--- config.mk ---
export PLATFORM = sky130hd
export DESIGN_NAME = rstset_release_seq_flat
export DESIGN_NICKNAME = d
export VERILOG_FILES = /design/src/rtl/rstseq_pkg.sv /design/src/rtl/rstset_release_seq_if.sv /design/src/rtl/rstseq_sync.sv /design/src/rtl/rstset_release_seq.sv /design/src/flat_wrapper.sv
export SDC_FILE = /design/constraint.sdc
export NUM_CORES = 1
export LEC_CHECK = 0
export ABC_AREA = 1
export BUFFER_PORTS_ARGS = -buffer_cell sky130_fd_sc_hd__buf_4
export CAP_MARGIN = 0
export CORE_MARGIN = 2
export CORE_UTILIZATION = 50
export DETAILED_ROUTE_END_ITERATION = 6
export GPL_TIMING_DRIVEN = 0
export PLACE_DENSITY = 0.7
export SYNTH_ARGS = -nofsm -noshare
export SYNTH_HDL_FRONTEND = slang
export SYNTH_SLANG_ARGS = --single-unit
--- constraint.sdc ---
create_clock -name clk_i -period 2.9 [get_ports clk_i]
set_input_delay 0.145 -clock clk_i [delete_from_list [all_inputs] [get_ports clk_i]]
set_output_delay 0.145 -clock clk_i [all_outputs]
set_load 0.02 [all_outputs]
--- src/rtl/rstseq_pkg.sv ---
// rstseq_pkg: shared types and constants for the RN/SETN release sequencer.
//   - rstseq_state_e : sequencer state, binary encoded
//   - CNT_W_DEFAULT  : default hold counter width
//   - HOLD_CYCLES_DEFAULT / HOLD_TC_DEFAULT : default hold length and its terminal count
//   - hold_tc()      : terminal count for a given hold length
package rstseq_pkg;

    typedef enum logic [2:0] {
        StRstHold = 3'd0,
        StIdle    = 3'd1,
        StClrHold = 3'd2,
        StSetHold = 3'd3,
        StGuard   = 3'd4,
        StDone    = 3'd5
    } rstseq_state_e;

    localparam int unsigned CNT_W_DEFAULT       = 4;
    localparam int unsigned HOLD_CYCLES_DEFAULT = 8;
    localparam int unsigned HOLD_TC_DEFAULT     = HOLD_CYCLES_DEFAULT - 1;

    // Counter value at which a hold is complete.
    function automatic int unsigned hold_tc(input int unsigned hold_cycles);
        return hold_cycles - 1;
    endfunction

endpackage

--- src/rtl/rstset_release_seq_if.sv ---
// rstset_release_seq_if: request/control bundle of the release sequencer.
//   req_clr : software clear request (master -> slave)
//   req_set : software preset request (master -> slave)
//   rn      : active-low clear to the flop bank (slave -> master)
//   setn    : active-low preset to the flop bank (slave -> master)
//   busy    : sequencer not idle (slave -> master)
//   ack     : one-cycle completion pulse for a software request (slave -> master)
interface rstset_release_seq_if;

    logic req_clr;
    logic req_set;
    logic rn;
    logic setn;
    logic busy;
    logic ack;

    modport master (
        output req_clr,
        output req_set,
        input  rn,
        input  setn,
        input  busy,
        input  ack
    );

    modport slave (
        input  req_clr,
        input  req_set,
        output rn,
        output setn,
        output busy,
        output ack
    );

endinterface

--- src/rtl/rstseq_sync.sv ---
// rstseq_sync: reset-deassertion synchronizer. A SYNC_STAGES-deep chain cleared
// asynchronously by rst_i that shifts in a constant 1.
//   clk_i  : clock
//   rst_i  : asynchronous active-high reset, clears the chain
//   sync_o : last stage of the chain
module rstseq_sync #(
    parameter int unsigned SYNC_STAGES = 2
) (
    input  logic clk_i,
    input  logic rst_i,
    output logic sync_o
);

    logic [SYNC_STAGES-1:0] sync_q;

    always_ff @(posedge clk_i or posedge rst_i) begin
        if (rst_i) begin
            sync_q <= '0;
        end else begin
            sync_q <= {sync_q[SYNC_STAGES-2:0], 1'b1};
        end
    end

    assign sync_o = sync_q[SYNC_STAGES-1];

endmodule

--- src/rtl/rstset_release_seq.sv ---
// rstset_release_seq: drives RN/SETN of a negative-edge async-clear/preset flop bank.
// Controls assert asynchronously on rst_i and are released on the rising clk_i edge
// after a programmable hold; software clear/preset pulses run with a busy/ack handshake.
//   clk_i  : clock, all state changes on the rising edge
//   rst_i  : asynchronous active-high reset
//   bus_if : slave side of rstset_release_seq_if (req_clr, req_set, rn, setn, busy, ack)
// Optional feature: define RSTSEQ_SETN_EN to build the preset path (SET_HOLD,
// req_set honoured, setn driven). Without it setn is tied high and req_set ignored.
module rstset_release_seq
    import rstseq_pkg::*;
#(
    parameter int unsigned SYNC_STAGES = 2,
    parameter int unsigned HOLD_CYCLES = HOLD_CYCLES_DEFAULT,
    parameter int unsigned CNT_W       = CNT_W_DEFAULT
) (
    input  logic                 clk_i,
    input  logic                 rst_i,
    rstset_release_seq_if.slave  bus_if
);

    localparam logic [CNT_W-1:0] HoldTc = CNT_W'(hold_tc(HOLD_CYCLES));

    rstseq_state_e    state_q, state_d;
    logic [CNT_W-1:0] cnt_q, cnt_d;
    logic             tc_q, tc_d;
    logic             rn_q, rn_d;
    logic             ack_q, ack_d;
    logic             sync_out;

`ifdef RSTSEQ_SETN_EN
    logic             setn_q, setn_d;
`else
    logic             unused_req_set;
    assign unused_req_set = bus_if.req_set;
`endif

    rstseq_sync #(
        .SYNC_STAGES(SYNC_STAGES)
    ) u_sync (
        .clk_i  (clk_i),
        .rst_i  (rst_i),
        .sync_o (sync_out)
    );

    always_comb begin
        state_d = state_q;
        cnt_d   = cnt_q;
        tc_d    = 1'b0;
        rn_d    = rn_q;
        ack_d   = 1'b0;
`ifdef RSTSEQ_SETN_EN
        setn_d  = setn_q;
`endif
        case (state_q)
            StRstHold: begin
                rn_d = 1'b0;
`ifdef RSTSEQ_SETN_EN
                setn_d = 1'b1;
`endif
                // Count only once the synchronised release has arrived.
                if (sync_out) begin
                    if (cnt_q == HoldTc) begin
                        rn_d    = 1'b1;
                        state_d = StIdle;
                        cnt_d   = '0;
                    end else begin
                        cnt_d = cnt_q + CNT_W'(1);
                    end
                end
            end
            StIdle: begin
                cnt_d = '0;
                if (bus_if.req_clr) begin
                    rn_d    = 1'b0;
                    state_d = StClrHold;
                end
`ifdef RSTSEQ_SETN_EN
                else if (bus_if.req_set) begin
                    setn_d  = 1'b0;
                    state_d = StSetHold;
                end
`endif
            end
            // Terminal count is registered (tc_q), so the control stays low through
            // edge k+HOLD_CYCLES and is released one edge later.
            StClrHold: begin
                if (tc_q) begin
                    rn_d    = 1'b1;
                    state_d = StGuard;
                    cnt_d   = '0;
                end else begin
                    tc_d = (cnt_q == HoldTc);
                    if (cnt_q != HoldTc) begin
                        cnt_d = cnt_q + CNT_W'(1);
                    end
                end
            end
`ifdef RSTSEQ_SETN_EN
            StSetHold: begin
                if (tc_q) begin
                    setn_d  = 1'b1;
                    state_d = StGuard;
                    cnt_d   = '0;
                end else begin
                    tc_d = (cnt_q == HoldTc);
                    if (cnt_q != HoldTc) begin
                        cnt_d = cnt_q + CNT_W'(1);
                    end
                end
            end
`endif
            StGuard: begin
                ack_d   = 1'b1;
                state_d = StDone;
                cnt_d   = '0;
            end
            StDone: begin
                state_d = StIdle;
                cnt_d   = '0;
            end
            default: begin
                // Unreachable codes fall back to a full release sequence.
                rn_d    = 1'b0;
                state_d = StRstHold;
                cnt_d   = '0;
`ifdef RSTSEQ_SETN_EN
                setn_d  = 1'b1;
`endif
            end
        endcase
    end

    always_ff @(posedge clk_i or posedge rst_i) begin
        if (rst_i) begin
            state_q <= StRstHold;
            cnt_q   <= '0;
            tc_q    <= 1'b0;
            rn_q    <= 1'b0;
            ack_q   <= 1'b0;
        end else begin
            state_q <= state_d;
            cnt_q   <= cnt_d;
            tc_q    <= tc_d;
            rn_q    <= rn_d;
            ack_q   <= ack_d;
        end
    end

`ifdef RSTSEQ_SETN_EN
    always_ff @(posedge clk_i or posedge rst_i) begin
        if (rst_i) begin
            setn_q <= 1'b1;
        end else begin
            setn_q <= setn_d;
        end
    end
    assign bus_if.setn = setn_q;
`else
    assign bus_if.setn = 1'b1;
`endif

    assign bus_if.rn   = rn_q;
    assign bus_if.ack  = ack_q;
    assign bus_if.busy = (state_q != StIdle);

endmodule

--- src/flat_wrapper.sv ---
// flat-port wrapper written by rule: the top's interface ports become plain ports
module rstset_release_seq_flat import rstseq_pkg::*;
#(
    parameter int unsigned SYNC_STAGES = 2,
    parameter int unsigned HOLD_CYCLES = HOLD_CYCLES_DEFAULT,
    parameter int unsigned CNT_W       = CNT_W_DEFAULT
)
  (clk_i, rst_i, bus_if_req_clr, bus_if_req_set, bus_if_rn, bus_if_setn, bus_if_busy, bus_if_ack);
  rstset_release_seq_if bus_if_i ();
  input  logic clk_i;
  input  logic rst_i;
  input wire logic [$bits(bus_if_i.req_clr)-1:0] bus_if_req_clr;
  input wire logic [$bits(bus_if_i.req_set)-1:0] bus_if_req_set;
  output wire logic [$bits(bus_if_i.rn)-1:0] bus_if_rn;
  output wire logic [$bits(bus_if_i.setn)-1:0] bus_if_setn;
  output wire logic [$bits(bus_if_i.busy)-1:0] bus_if_busy;
  output wire logic [$bits(bus_if_i.ack)-1:0] bus_if_ack;
  assign bus_if_i.req_clr = bus_if_req_clr;
  assign bus_if_i.req_set = bus_if_req_set;
  assign bus_if_rn = bus_if_i.rn;
  assign bus_if_setn = bus_if_i.setn;
  assign bus_if_busy = bus_if_i.busy;
  assign bus_if_ack = bus_if_i.ack;
  rstset_release_seq #(.SYNC_STAGES(SYNC_STAGES), .HOLD_CYCLES(HOLD_CYCLES), .CNT_W(CNT_W)) u_core (.clk_i(clk_i), .rst_i(rst_i), .bus_if(bus_if_i));
endmodule
==> impl_summary.md <==
Worst setup path
The delay of the slowest cell on the worst path is 490 ps. The signal on the critical path passes through inv_1 -> nor3_1 -> inv_1 -> buf_4. The worst register-to-register path begins at u_core.cnt_q[0].

In this run the register-to-register setup slack is 1590 ps. The family of cells with the greatest summed delay on the critical path is flip-flops. The standard cell with the maximum stage delay on the critical path is dfrtp_1. The kind of critical path is register to primary output. The category of the worst setup path capture point is a primary output.

The most used cell along the critical path is inv_1. The maximum fanout count along the critical path is 4. Counting cells, the worst reg-to-reg path comes to 8.

The buffering stage count on the worst path with inverters included is 3. The critical path startpoint category is a register. The required time of the critical path is 2760 ps. In this run the critical register-to-register path is captured at u_core.cnt_q[1]. STA puts the critical path data arrival time at 1260 ps.

Synth
The number of synthesized flops with an enable pin is 0. The number of warning messages in the yosys log is 0. By count the netlist is led by nand2_1 (17), dfrtp_1 (12), inv_1 (9). The post-synthesis instance area is 653 um^2. Summed over all instances, the cell type with the most area after synthesis is dfrtp_1. The most used flip-flop cell after synthesis is dfrtp_1.

Sequential cells were found to cover 46.0% of the synthesized design area. Counting flops and latches in the post-synthesis netlist gives 12. Ranked by total cell area, the synthesized netlist is headed by dfrtp_1 (46%), nand2_1 (9.8%), inv_1 (5.2%). The synthesized area per cell is 8.59 um^2. By instance count, the leading cell after synthesis is nand2_1.

In the synthesized netlist, the number of instances is 76. The distinct cell type count of the synthesized netlist is 24. The share of flip-flops with an asynchronous set or reset is 100%. After synthesis, the largest area contributor takes up 46.0% of total cell area.

Worst hold path
The end point of the worst hold path is u_core.state_q[0]. The class of the tightest hold or removal check is input port to register. In this run the most critical hold path is launched from bus_if_req_clr. The worst hold path cell count is 3.

Placement
The congestion estimate from routability-driven global placement came to 0.813. Once detailed placement completed, the half-perimeter wirelength came to 852 um. The number of buffers added on ports is 5. In this run, placement finished with an instance count of 97.

CTS
For the worst-skew pair, the clock arrives at the later sink with an insertion delay of 280 ps. Buffers added to address setup during post-CTS repair amount to 0. The quantity of hold-fixing buffers added after cts is 1. The clock net in this run drives a total of 12 sinks.

The tree is rooted in a clkbuf_4. Counting along the longest clock path gives a buffer depth of 2. The clock slew at the register clock pins of the worst setup and hold paths is 70 ps. The number of H-tree levels is 1.

TritonCTS built the clock tree. The count of cells resized by post-cts repair is 0. In this run, CTS created clock tree buffers numbering 3.

Job
The max-capacitance violation count is 0.

Detailed routing
The average wire length per cell after detail routing is 10.8 um. The remaining routing DRC violations is 0. The final antenna-violating net count is 0. The total routed wirelength is 1100 um.

Dividing the detail-routed via count by the number of cells gives 4.89. The overall via count from detail_route is 494. The starting DRC count in detailed routing is 14. The length of the first detailed-routing pass in iterations is 4.

Timing
Based on the critical path, the design can be clocked at up to 713 MHz. The aggregate negative setup slack is 0 ps. Setup repair after global routing left no endpoint under its margin. The setup clock skew after layout is 4.34 ps.

Setup violations remaining at the end of the flow were counted as 0. Counting I/O delays and the setup requirement, the final critical path takes 1400 ps. The final hold violation count came to 0. The share of the cycle needed by the critical path after routing is 48.3%. The final count of pins violating max slew was 0.

Global route
The total global routing track utilization is 17.6%. The initial antenna violation count is 0. The first global-routing pass estimated 1730 um of wire. The via count of the first global-routing pass is 406.

For this run the aggregate overflow at the end of global routing stands at 0. Entering global routing, the biggest net connects 13 pins.

Floorplanning
The width of the die is 40.1 um. Row generation in the floorplan step produced 13 rows. The floorplan step defined a die boundary enclosing 0.00161 mm^2.

8 I/O pins were placed. The area of the core is 0.00125 mm^2. The initial utilization of the core area, before any placement, comes to 52.1%. The floorplan step set the die height to 40.1 um.

Final layout
The post-route core utilization is 59.5%. The number of diodes is 0. The final-stage net count is 93. The number of standard cells in the layout, taps in and fillers out is 101. The share of final-layout standard cells stronger than drive strength 1 is 24.4%. The area growth from synthesis to layout is 14.2%.

Status
The flow ran to the end, and the final reports show no timing, DRC or antenna violations.

Pwr
The power density normalized to cell area is 941 mW/mm^2. Summed over all cells, the static leakage comes to 0.389 nW. The largest vdd supply drop is 0.529 mV.
-- worst max-delay path by stage --
stage	cells past startpoint	slack, ps	startpoint	endpoint
finish	4	1500	u_core.state_q[0]	bus_if_busy
global route	4	1410	u_core.state_q[0]	bus_if_busy
CTS	4	1490	u_core.state_q[0]	bus_if_busy
global placement	7	1630	u_core.cnt_q[0]	u_core.state_q[0]
detailed placement	8	1600	u_core.cnt_q[0]	u_core.cnt_q[3]
floorplan	8	1730	u_core.cnt_q[0]	u_core.cnt_q[3]
-- per-layer routing --
layer  share of wire, %  up-vias  GRT usage (%)
li1                   -      256              -
met1                 46      226           21.8
met2                 47        7           24.6
met3                3.8        5           6.67
met4                3.1        0           12.9
met5                  0        -              0
-- report_power, final --
part           switching, mW  internal [mW]  leakage (nW)
Clock                 0.0550         0.0482        0.0138
Combinational          0.203          0.130         0.218
Sequential            0.0546          0.211         0.157
-- worst reg2reg max path, stage by stage, from the launching register on --
cell     delay (ps)
dfrtp_1         420
ha_1            230
nand2_1          90
inv_1            60
nand2_2         120
nor2_4           60
nor2_2          120
nand3_1          90
nand2_1          70
-- logic make-up (layout without fill, tap and decap cells) --
family | count (synthesis) | after routing | share of synthesized area (%)
xor+xnor | 1 | 1 | 1.34
simple gates | 40 | 40 | 33.0
buf+inv | 13 | 22 | 8.05
flops | 12 | 12 | 46.0
other cells | 1 | 2 | 0.574
compound gates | 8 | 8 | 9.20
fa+ha+maj | 1 | 1 | 1.92
-- metrics by stage --
stage | cell area (um^2) | worst slack, ps | hold WS [ps] | total power [mW]
after floorplan | 657 | 1730 | 9.70 | 0.529
after detailed placement | 713 | 1600 | 192 | 0.603
after global routing | 746 | 1410 | 166 | 0.765
after global placement | 713 | 1630 | 184 | 0.592
final | 746 | 1500 | 164 | 0.701
after CTS | 746 | 1490 | 169 | 0.707
-- cells in the final DEF, fill, tap and decap left out --
| master | count |
|---|---|
| a21boi_0 | 1 |
| a21oi_1 | 1 |
| buf_4 | 6 |
| clkbuf_4 | 3 |
| conb_1 | 2 |
| dfrtp_1 | 12 |
| dlygate4sd3_1 | 1 |
| ha_1 | 1 |
| inv_1 | 9 |
| inv_2 | 3 |
| nand2_1 | 17 |
| nand2_2 | 2 |
| nand2_4 | 1 |
| nand3_1 | 6 |
| nand3_4 | 1 |
| nand3b_1 | 1 |
| nor2_1 | 8 |
| nor2_2 | 1 |
| nor2_4 | 1 |
| nor2_8 | 1 |
| nor3_1 | 1 |
| o211ai_1 | 1 |
| o21ai_1 | 3 |
| o21ai_2 | 1 |
| o21ai_4 | 1 |
| xor2_1 | 1 |
-- registers in the layout (all words and copies together) (netlist names) --
name                  flops
u_core.bus_if.ack         1
u_core.tc_q               1
u_core.state_q            3
u_core.bus_if.rn          1
u_core.cnt_q              4
u_core.u_sync.sync_q      2
-- layout make-up --
class	count	area (um^2)
clock buffers	3	22.5
multi-input cells	52	304
well taps	15	18.8
plain buffers	1	7.51
repair buffers	6	47.5
inverters	12	45.0
flip-flops and latches	12	300
fillers	111	507
No activity file was read; power rests on OpenSTA's default activity.
